--- src/rtl/rate_divider_tick.sv ---
// rate_divider_tick: divides clk into a registered one-cycle tick at a switch-selected rate.
// Optional macro RATE_STEP_EN adds the step_n pushbutton for single-stepping while paused.
module rate_divider_tick #(
  parameter int unsigned CLK_HZ = 50000000,
  parameter int unsigned CNT_W  = 28
) (
  input  logic             clk,
  input  logic             clear,
  input  logic             run,
  input  logic [1:0]       rate_sel,
`ifdef RATE_STEP_EN
  input  logic             step_n,
`endif
  output logic             tick,
  output logic [CNT_W-1:0] count
);

  // Reload values are formed at 64 bits, then sized to the counter.
  localparam logic [63:0]      HZ64 = 64'(CLK_HZ);
  localparam logic [CNT_W-1:0] R1   = CNT_W'(HZ64 - 64'd1);
  localparam logic [CNT_W-1:0] R2   = CNT_W'((HZ64 << 1) - 64'd1);
  localparam logic [CNT_W-1:0] R3   = CNT_W'((HZ64 << 2) - 64'd1);

  function automatic logic [CNT_W-1:0] reload_val(input logic [1:0] s);
    case (s)
      2'b00:   reload_val = '0;
      2'b01:   reload_val = R1;
      2'b10:   reload_val = R2;
      default: reload_val = R3;
    endcase
  endfunction

  logic [CNT_W-1:0] count_q, count_d;
  logic             tick_q, tick_d;
  logic [1:0]       sel_q;
  logic             step_fall;

`ifdef RATE_STEP_EN
  logic [1:0] step_sync_q;
  logic       step_prev_q;

  // Idle-high pushbutton: synchronizer and edge history reset to 1 so release from clear is not a fall.
  always_ff @(posedge clk or posedge clear) begin
    if (clear) begin
      step_sync_q <= 2'b11;
      step_prev_q <= 1'b1;
    end else begin
      step_sync_q <= {step_sync_q[0], step_n};
      step_prev_q <= step_sync_q[1];
    end
  end

  assign step_fall = step_prev_q & ~step_sync_q[1];
`else
  assign step_fall = 1'b0;
`endif

  always_comb begin
    // NOTE: every output of this block gets a default first, so no path can infer a latch.
    count_d = count_q;
    tick_d  = 1'b0;
    if (rate_sel != sel_q) begin
      count_d = reload_val(rate_sel);
    end else if (!run) begin
      tick_d = step_fall;
    end else if (count_q == '0) begin
      count_d = reload_val(sel_q);
      tick_d  = 1'b1;
    end else begin
      count_d = count_q - CNT_W'(1);
    end
  end

  always_ff @(posedge clk or posedge clear) begin
    if (clear) begin
      count_q <= '0;
      tick_q  <= 1'b0;
      sel_q   <= 2'b00;
    end else begin
      // NOTE: state updates use <= so every flop samples pre-edge values.
      count_q <= count_d;
      tick_q  <= tick_d;
      sel_q   <= rate_sel;
    end
  end

  assign tick  = tick_q;
  assign count = count_q;

endmodule

--- config.mk ---
export PLATFORM = sky130hd
export DESIGN_NAME = rate_divider_tick
export DESIGN_NICKNAME = d
export VERILOG_FILES = /design/src/rtl/rate_divider_tick.sv
export SDC_FILE = /design/constraint.sdc
export NUM_CORES = 1
export LEC_CHECK = 0
export BUFFER_PORTS_ARGS = -buffer_cell sky130_fd_sc_hd__buf_2
export CAP_MARGIN = 0
export CORE_UTILIZATION = 52
export CTS_CLUSTER_DIAMETER = 150
export CTS_CLUSTER_SIZE = 25
export DETAILED_ROUTE_END_ITERATION = 10
export HOLD_SLACK_MARGIN = 0.15
export PLACE_DENSITY = 0.74
export SLEW_MARGIN = 0
export SYNTH_ARGS = -nofsm -noshare
export SYNTH_HDL_FRONTEND = slang
export SYNTH_SLANG_ARGS = --single-unit
--- constraint.sdc ---
create_clock -name clk -period 2.7 [get_ports clk]
set_input_delay 0.27 -clock clk [delete_from_list [all_inputs] [get_ports clk]]
set_output_delay 0.27 -clock clk [all_outputs]
set_load 0.1 [all_outputs]
==> results.toml, run 1 <==
[finish]
area_growth_pct = 18.8
drive_above_1_share = 0.260
fill_cells = 340
multiInputGateArea_um2 = 1300
final_util = 0.639
diodes = 0
ff_latch_area_um2 = 793
final_nets = 306
fin_cells = 342

[critical_path]
path_max_fanout = 9
regToRegStartpoint = "count[4]"
critPathMaxStageDelay_ns = 0.57
crit_path_start = "count[4]"
critical_path_class = "flop to flop"
crit_path_cell_trace = "or4_1 > or2_1 > or3_1 > nor4_2 > a221oi_1 > nand3b_1"
endpoint_kind = "flop"
crit_slowest_cell = "or4_1"
worstPathRequired_ns = 2.87
start_kind = "flop"
critical_path_arrival_ns = 2.75

[detailed_routing]
wl_per_cell_um = 17.2
dr.pass1.iters = 4
ant_nets = 0
dr.max_layer_used = "met4"
wl_met2_mm = 2.63
num_vias = 2170
met3_length_um = 351
viasPerCell = 6.35
dr.first_iter.drc_count = 184
drc = 0
wl_met1_mm = 2.72
finalWirelength_mm = 5.88

[synthesis]
synth_flop_cell = "dfrtp_1"
yosysMostFrequentCell = "dfrtp_1"
synth_top_cell_by_area = "dfrtp_1"
ys_seq_elements = 31
synth_edf_count = 0
syn-num-nets = 263
post_synth_num_cell_types = 54
synth_common_cells = "dfrtp_1, nor2_1, nand2_1"
syn_inst = 248
yosysSeqAreaShare = 0.360
yosys.area.top_type_share = 0.360
synth_area_per_cell_um2 = 8.68
synth_area_um2 = 2150
ys_warn_count = 0
async_reset_ff_frac = 1.00
yosys-top-cells-area = "dfrtp_1, ha_1, a21oi_1, o21ai_0, nor3_1"

[place]
place_hpwl_mm = 4.17
dp.cells = 333
portBuffers = 33
routabilityCongestion = 0.877

[cts]
clock_path_buffers = 2
cts_tree = "built"
path_clk_slew_ns = 0.07
clock_latency_ns = 0.29
cts_made_buffers = 5
h-tree-depth = 2
clkSinkCount = 31
root_buffer = "clkbuf_8"

[power]
netSwitchingFraction = 0.525
powerDensity_nw_per_um2 = 747
clock_power_share = 0.192
p_leak_nw = 1.08
switching_power_mw = 1.00
internal_power_mw = 0.907
p_seq_frac = 0.337
combPwrFrac = 0.471
ir_drop_mv = 0.416
p_total_mw = 1.91

[timing]
rsz0062_at_grt = "false"
slew_viol_final = 0
fin_crit_ns = 2.57
holdWs_ns = 0.170
hold_viol_final = 0
finalCritPeriodShare = 0.953
worst_pin_slew_ns = 0.845
max_clock_freq_mhz = 389
finalSetupViolCount = 0
max_slew_margin = 0.437
finalClockSkew_ns = 0.00330

[floorplanning]
ios = 34
fp.dieH_um = 66.3
start_util = 0.538
die_x_um = 66.3
die-area_um2 = 4400
coreArea_um2 = 4000
rows = 23

[global_route]
grt_pass1_vias = 1902
grt_antenna_before_repair = 0
grt.overflow.total = 0
grt_max_degree = 32
grt_pass1_wl_mm = 9.34
grt_use_total = 0.286

[run]
drv_cap = 0

[run_status]
outcome = "completed"

[hold_path]
hp-class = "input port to flop"
min-delay-start = "rate_sel[1]"
[per-stage QoR]
step	instance area (um^2)	TNS, ns	setup WS (ns)
after floorplan	2170	-0.0113	-0.0113
after global placement	2450	0	0.166
after detailed placement	2450	0	0.106
after CTS	2540	0	0.113
after global routing	2560	0	0.0144
final	2560	0	0.127
[state kept, by name (all words and copies together), names as in the netlist]
name	count
count	28
sel_q	2
tick	1
[metal layers]
metal  vias up  global-route usage
li1       1037                   -
met1      1035               0.397
met2        81               0.427
met3        17              0.0552
met4         0               0.130
met5         -                   0
[cell families (layout without fill, tap and decap cells)]
family	Yosys count	count (layout)	synth area share
flops	31	31	0.360
compound gates	86	86	0.270
buf+inv	22	66	0.0494
xor+xnor	6	6	0.0244
fa+ha+maj	10	10	0.0581
simple gates	93	93	0.237
[power groups by stage]
stage | Sequential (mW) | Combinational, mW | Clock (mW)
floorplan | 1.11 | 0.252 | 0
global placement | 0.645 | 0.885 | 0
detailed placement | 0.646 | 0.893 | 0
CTS | 0.638 | 0.896 | 0.368
global route | 0.659 | 0.944 | 0.389
finish | 0.643 | 0.900 | 0.366
[worst max-delay path: cells and delay by family (launching register included)]
kind	cells	cell delay, ns
AO/OA/AOI/OAI	1	0.15
flip-flops	1	0.52
AND/OR/NAND/NOR	5	1.77
[timing repair]
action / in CTS / in global routing
hold buffers: 1 / 0
endpoints found under the setup margin: 0 / 5
gates resized for setup: 0 / 3
endpoints found under the hold margin: 31 / 0
buffers inserted: 0 / 0
[layout by cell type (no fill, tap or decap), types with 4 or more instances in the layout]
cell type / n
buf_2: 33
dfrtp_1: 21
nor2_1: 19
nand2_1: 18
a21oi_1: 16
o21ai_0: 16
nor3_1: 15
buf_4: 15
a31oi_1: 10
ha_1: 10
inv_1: 9
nor4_1: 8
dfrtp_2: 8
or3_1: 6
a22o_1: 6
a2bb2oi_1: 6
clkbuf_8: 5
o21ai_1: 4
o211ai_1: 4
[final cells by class]
| cell class | count | area share |
|---|---|---|
| multi-input cells | 195 | 0.508 |
| flip-flops and latches | 31 | 0.310 |
| repair buffers | 49 | 0.113 |
| clock buffers | 7 | 0.0299 |
| well taps | 50 | 0.0245 |
| inverters | 9 | 0.0132 |
| clock inverters | 1 | 0.00196 |
[final timing paths]
check	endpoint	cells after the start	slack, ns
hold / removal	sel_q[1]	1	0.17
min in group asynchronous	count[24]	4	0.60
setup / recovery	count[27]	6	0.13
hold reg to reg	count[9]	1	0.54
setup reg to reg	count[27]	6	0.13
max in group asynchronous	count[8]	4	1.77
(Power assumes the default switching activity.)
==> run 2: changes to the inputs <==
- ABC_AREA: unset -> 1
- CORE_UTILIZATION: 52 -> 45
- PLACE_DENSITY: 0.74 -> unset
==> results.toml, run 2 <==
[timing]
slew_viol_final = 0
finalCritPeriodShare = 0.760
hold_viol_final = 0
max_slew_margin = 0.666
rsz0062_at_grt = "false"
max_clock_freq_mhz = 488
finalClockSkew_ns = 0.00374
worst_pin_slew_ns = 0.501
timing.setup.tns_ns = 0
finalSetupViolCount = 0
fin_crit_ns = 2.05

[synthesis]
synth_flop_cell = "dfrtp_1"
ys_seq_elements = 31
yosys.area.top_type_share = 0.315
async_reset_ff_frac = 1.00
synth_common_cells = "nand2_1, nor2_1, dfrtp_1, inv_1, nand3_1"
synth_area_um2 = 2460
synth_edf_count = 0
syn-num-nets = 365
post_synth_num_cell_types = 27
yosysMostFrequentCell = "nand2_1"
synth_area_per_cell_um2 = 7.04
syn_inst = 350
yosys-top-cells-area = "dfrtp_1, nand2_1, nor2_1, ha_1, nand3_1"
synth_top_cell_by_area = "dfrtp_1"
ys_warn_count = 0
yosysSeqAreaShare = 0.315

[floorplanning]
ios = 34
die-area_um2 = 5770
die_x_um = 76.0
rows = 26
fp.dieH_um = 76.0
coreArea_um2 = 5170
start_util = 0.476

[place]
portBuffers = 33
place_hpwl_mm = 4.81
dp.cells = 448
routabilityCongestion = 0.884

[finish]
largest_register_ff_count = 28
mostFrequentLayoutCell = "nand2_1"
final_nets = 401
fin_cells = 457
area_growth_pct = 12.7
diodes = 0
final_cell_mix = "nand2_1, nor2_1, buf_2, inv_1, dfrtp_1"
drive_above_1_share = 0.222

[critical_path]
path_max_fanout = 28
start_kind = "flop"
rr_endpoint = "count[8]"
worstPathRequired_ns = 2.87
r2r_cells = 9
endpoint_kind = "flop"
regToRegStartpoint = "sel_q[0]"
worst-r2r-setup-slack_ns = 0.65
critical_path_class = "flop to flop"
critical_path_arrival_ns = 2.23

[power]
combPwrFrac = 0.458
p_total_mw = 1.94
p_leak_nw = 1.28
switching_power_mw = 1.01
ir_drop_mv = 0.507
internal_power_mw = 0.928
clock_power_share = 0.213
p_seq_frac = 0.329
netSwitchingFraction = 0.521
powerDensity_nw_per_um2 = 698

[hold_path]
holdPathStages = 1
hp-class = "input port to flop"
whs_endpoint = "sel_q[0]"
min-delay-start = "rate_sel[0]"

[detailed_routing]
drc = 0
ant_nets = 0
dr.first_iter.drc_count = 159
finalWirelength_mm = 6.38
dr.pass1.iters = 6
num_vias = 2305
wl_per_cell_um = 14.0
viasPerCell = 5.04

[cts]
cts_made_buffers = 5
clock_latency_ns = 0.29
cts_tree = "built"
clkSinkCount = 31
path_clk_slew_ns = 0.06
cts_setup_buffers = 0
clock_path_buffers = 2
h-tree-depth = 2
root_buffer = "clkbuf_8"

[global_route]
grt_pass1_wl_mm = 10.7
grt_use_total = 0.233
grt_pass1_vias = 2151
grt_max_degree = 32
grt_antenna_before_repair = 0
grt.overflow.total = 0

[run_status]
outcome = "completed"

[run]
drv_cap = 0
## run 2: cell count changes in the layout (fill, tap and decap cells not counted), moves of 13 or more
cell	change
nor2_1	+54
nand3_1	+21
inv_1	+22
nand2_1	+65
buf_4	-14
o21ai_0	-13
## run 2: critical path: stages, from the launching register on
cell	delay, ns
dfrtp_1	0.42
xnor2_1	0.14
nand2_1	0.36
nor2_4	0.12
inv_2	0.41
nand2_1	0.09
inv_1	0.10
nand2_1	0.09
o21ai_0	0.16
inv_1	0.05
## run 2: final cells by class
| type | count | area (um^2) |
|---|---|---|
| Tap cell | 70 | 87.6 |
| Clock buffer | 8 | 100 |
| Multi-Input combinational cell | 280 | 1510 |
| Sequential cell | 31 | 776 |
| Timing Repair Buffer | 35 | 183 |
| Fill cell | 537 | 2400 |
| Inverter | 33 | 124 |
## run 2: repair_timing
item / 4_1_cts / 5_1_grt
hold buffers: 1 / 0
endpoints found under the setup margin: 0 / 0
gates resized for setup: 0 / 0
endpoints found under the hold margin: 31 / 0
## run 2: routing by layer
| metal | GRT usage | vias up | wire length (um) |
|---|---|---|---|
| li1 | - | 1169 | - |
| met4 | 0.0596 | 0 | 53 |
| met5 | 0 | - | 0 |
| met3 | 0.0311 | 7 | 220 |
| met1 | 0.314 | 1072 | 3020 |
| met2 | 0.395 | 57 | 3080 |
## run 2: worst max-delay path by stage
stage,cells after the start,slack (ns),to,startpoint
5_1_grt,9,0.48,count[8],sel_q[1]
6_report,9,0.65,count[8],sel_q[0]
3_5_place_dp,9,0.66,count[8],sel_q[1]
4_1_cts,9,0.64,count[8],sel_q[1]
2_1_floorplan,10,0.46,count[1],count[0]
3_3_place_gp,9,0.73,count[8],sel_q[0]
## run 2: cells by family (layout without fill, tap and decap cells)
logic type,count (synthesis),in the layout,share of synthesized area
compound gates,32,32,0.0910
xor+xnor,17,17,0.0605
fa+ha+maj,10,10,0.0508
buf+inv,39,76,0.0737
flops,31,31,0.315
simple gates,221,221,0.409
## run 2: power by group through the flow
stage	Combinational (mW)	Sequential, mW	Clock [mW]
after detailed placement	0.886	0.643	0
after global routing	0.942	0.649	0.446
after CTS	0.889	0.635	0.425
after global placement	0.881	0.642	0
after floorplan	0.301	1.07	0
final	0.887	0.637	0.412
## run 2: stage by stage
step | hold WS [ns] | instance area, um^2 | utilization | setup slack (ns)
detailed placement | 0.387 | 2670 | 0.515 | 0.657
global route | 0.167 | 2780 | 0.537 | 0.483
floorplan | 0.301 | 2460 | - | 0.462
global placement | 0.376 | 2670 | 0.515 | 0.726
finish | 0.166 | 2780 | 0.537 | 0.649
CTS | 0.166 | 2780 | 0.537 | 0.637
==> run 3: changes to the inputs <==
- clock period: 2.7 -> 1.9 ns (I/O delays scaled with it)
==> results.toml, run 3 (synthesized netlist as in run 2, its figures left out) <==
[timing]
finalCritPeriodShare = 0.928
finalSetupViolCount = 0
timing.final.ws_setup_ns = 0.137
fin_crit_ns = 1.76
max_slew_margin = 0.674
hold_viol_final = 0
worst_pin_slew_ns = 0.493
slew_viol_final = 0
timing.setup.tns_ns = 0
finalClockSkew_ns = 0.00723
max_clock_freq_mhz = 567

[critical_path]
critical_path_class = "flop to flop"
endpoint_kind = "flop"
start_kind = "flop"
path_max_fanout = 4
critical_path_arrival_ns = 1.98
worstPathRequired_ns = 2.11

[power]
powerDensity_nw_per_um2 = 923
combPwrFrac = 0.475
clock_power_share = 0.191
ir_drop_mv = 0.508
netSwitchingFraction = 0.532
switching_power_mw = 1.47
p_leak_nw = 1.34
p_seq_frac = 0.333
internal_power_mw = 1.29

[detailed_routing]
ant_nets = 0
num_vias = 2356
viasPerCell = 4.96
wl_per_cell_um = 13.7
dr.first_iter.drc_count = 158
drc = 0
dr.pass1.iters = 4
finalWirelength_mm = 6.53

[cts]
h-tree-depth = 2
clock_path_buffers = 2
path_clk_slew_ns = 0.07
clock_latency_ns = 0.29
cts_tree = "built"
cts_made_buffers = 5
clkSinkCount = 31
root_buffer = "clkbuf_8"

[place]
dp_slack_ns = -0.00916
portBuffers = 33
routabilityCongestion = 0.885
place_hpwl_mm = 5.01

[finish]
drive_above_1_share = 0.348
largest_register_ff_count = 28
mostFrequentLayoutCell = "nand2_1"
diodes = 0
final_nets = 419
final_cell_mix = "nand2_1, nor2_1, buf_2, inv_1, dfrtp_2"
area_growth_pct = 21.4

[global_route]
grt_pass1_wl_mm = 11.0
grt_antenna_before_repair = 0
grt.overflow.total = 0
grt_use_total = 0.244
grt_pass1_vias = 2260
grt_max_degree = 32

[hold_path]
hp-class = "input port to flop"

[run_status]
outcome = "completed"

[floorplanning]
ios = 34
start_util = 0.476
die-area_um2 = 5770
die_x_um = 76.0
fp.dieH_um = 76.0
coreArea_um2 = 5170
rows = 26

[run]
drv_cap = 0
## run 3: repair_timing
action                     4_1_cts  5_1_grt
pin swaps                        0        7
buffers inserted                 0        3
hold endpoints to repair        33        0
setup endpoints to repair        2       27
hold buffers                     3        0
gates resized for setup          1       13
cloned                           0        1
## run 3: final cells by class
class | count | area (um^2)
Tap cell | 70 | 87.6
Fill cell | 503 | 2180
Inverter | 33 | 126
Sequential cell | 31 | 812
Clock buffer | 5 | 68.8
Clock inverter | 3 | 15.0
Multi-Input combinational cell | 281 | 1560
Timing Repair Buffer | 52 | 315
## run 3: metal layers
layer / vias to the layer above / wire [um] / track usage
met3: 11 / 320 / 0.0323
li1: 1216 / - / -
met4: 0 / 153 / 0.106
met2: 63 / 3010 / 0.396
met1: 1066 / 3040 / 0.326
met5: - / 0 / 0
## run 3: final timing paths
path	start	endpoint	slack, ns	depth (start not counted)
min in group asynchronous	clear	count[27]	0.53	4
setup / recovery	count[0]	count[26]	0.14	9
hold / removal	run	tick	0.18	3
hold reg to reg	count[1]	count[1]	0.56	2
setup reg to reg	count[0]	count[26]	0.14	9
max in group asynchronous	clear	count[0]	1.05	4
## run 3: power groups by stage
stage                     sequential [mW]  clock [mW]  combinational (mW)
after floorplan                      1.55           0               0.425
after global placement              0.929           0                1.29
after detailed placement            0.932           0                1.29
after CTS                           0.919       0.544                1.30
after global routing                0.944       0.571                1.39
final                               0.920       0.528                1.31
## run 3: through the flow
step	power, mW	area (um^2)	hold WS (ns)	cells	utilization
final	2.76	2990	0.181	475	0.578
after global routing	2.91	2990	0.197	475	0.578
after CTS	2.76	2910	0.185	471	0.563
after detailed placement	2.22	2790	0.303	460	0.540
after global placement	2.21	2790	0.299	460	0.540
after floorplan	1.97	2500	0.221	350	-
## run 3: critical path, cell delays in order (launching register included)
cell,delay (ns)
dfrtp_4,0.49
inv_4,0.09
ha_2,0.22
nand3_1,0.12
nor2_1,0.17
nand3_1,0.14
xor2_1,0.17
nor2_1,0.14
nor2_1,0.06
nor2_1,0.10
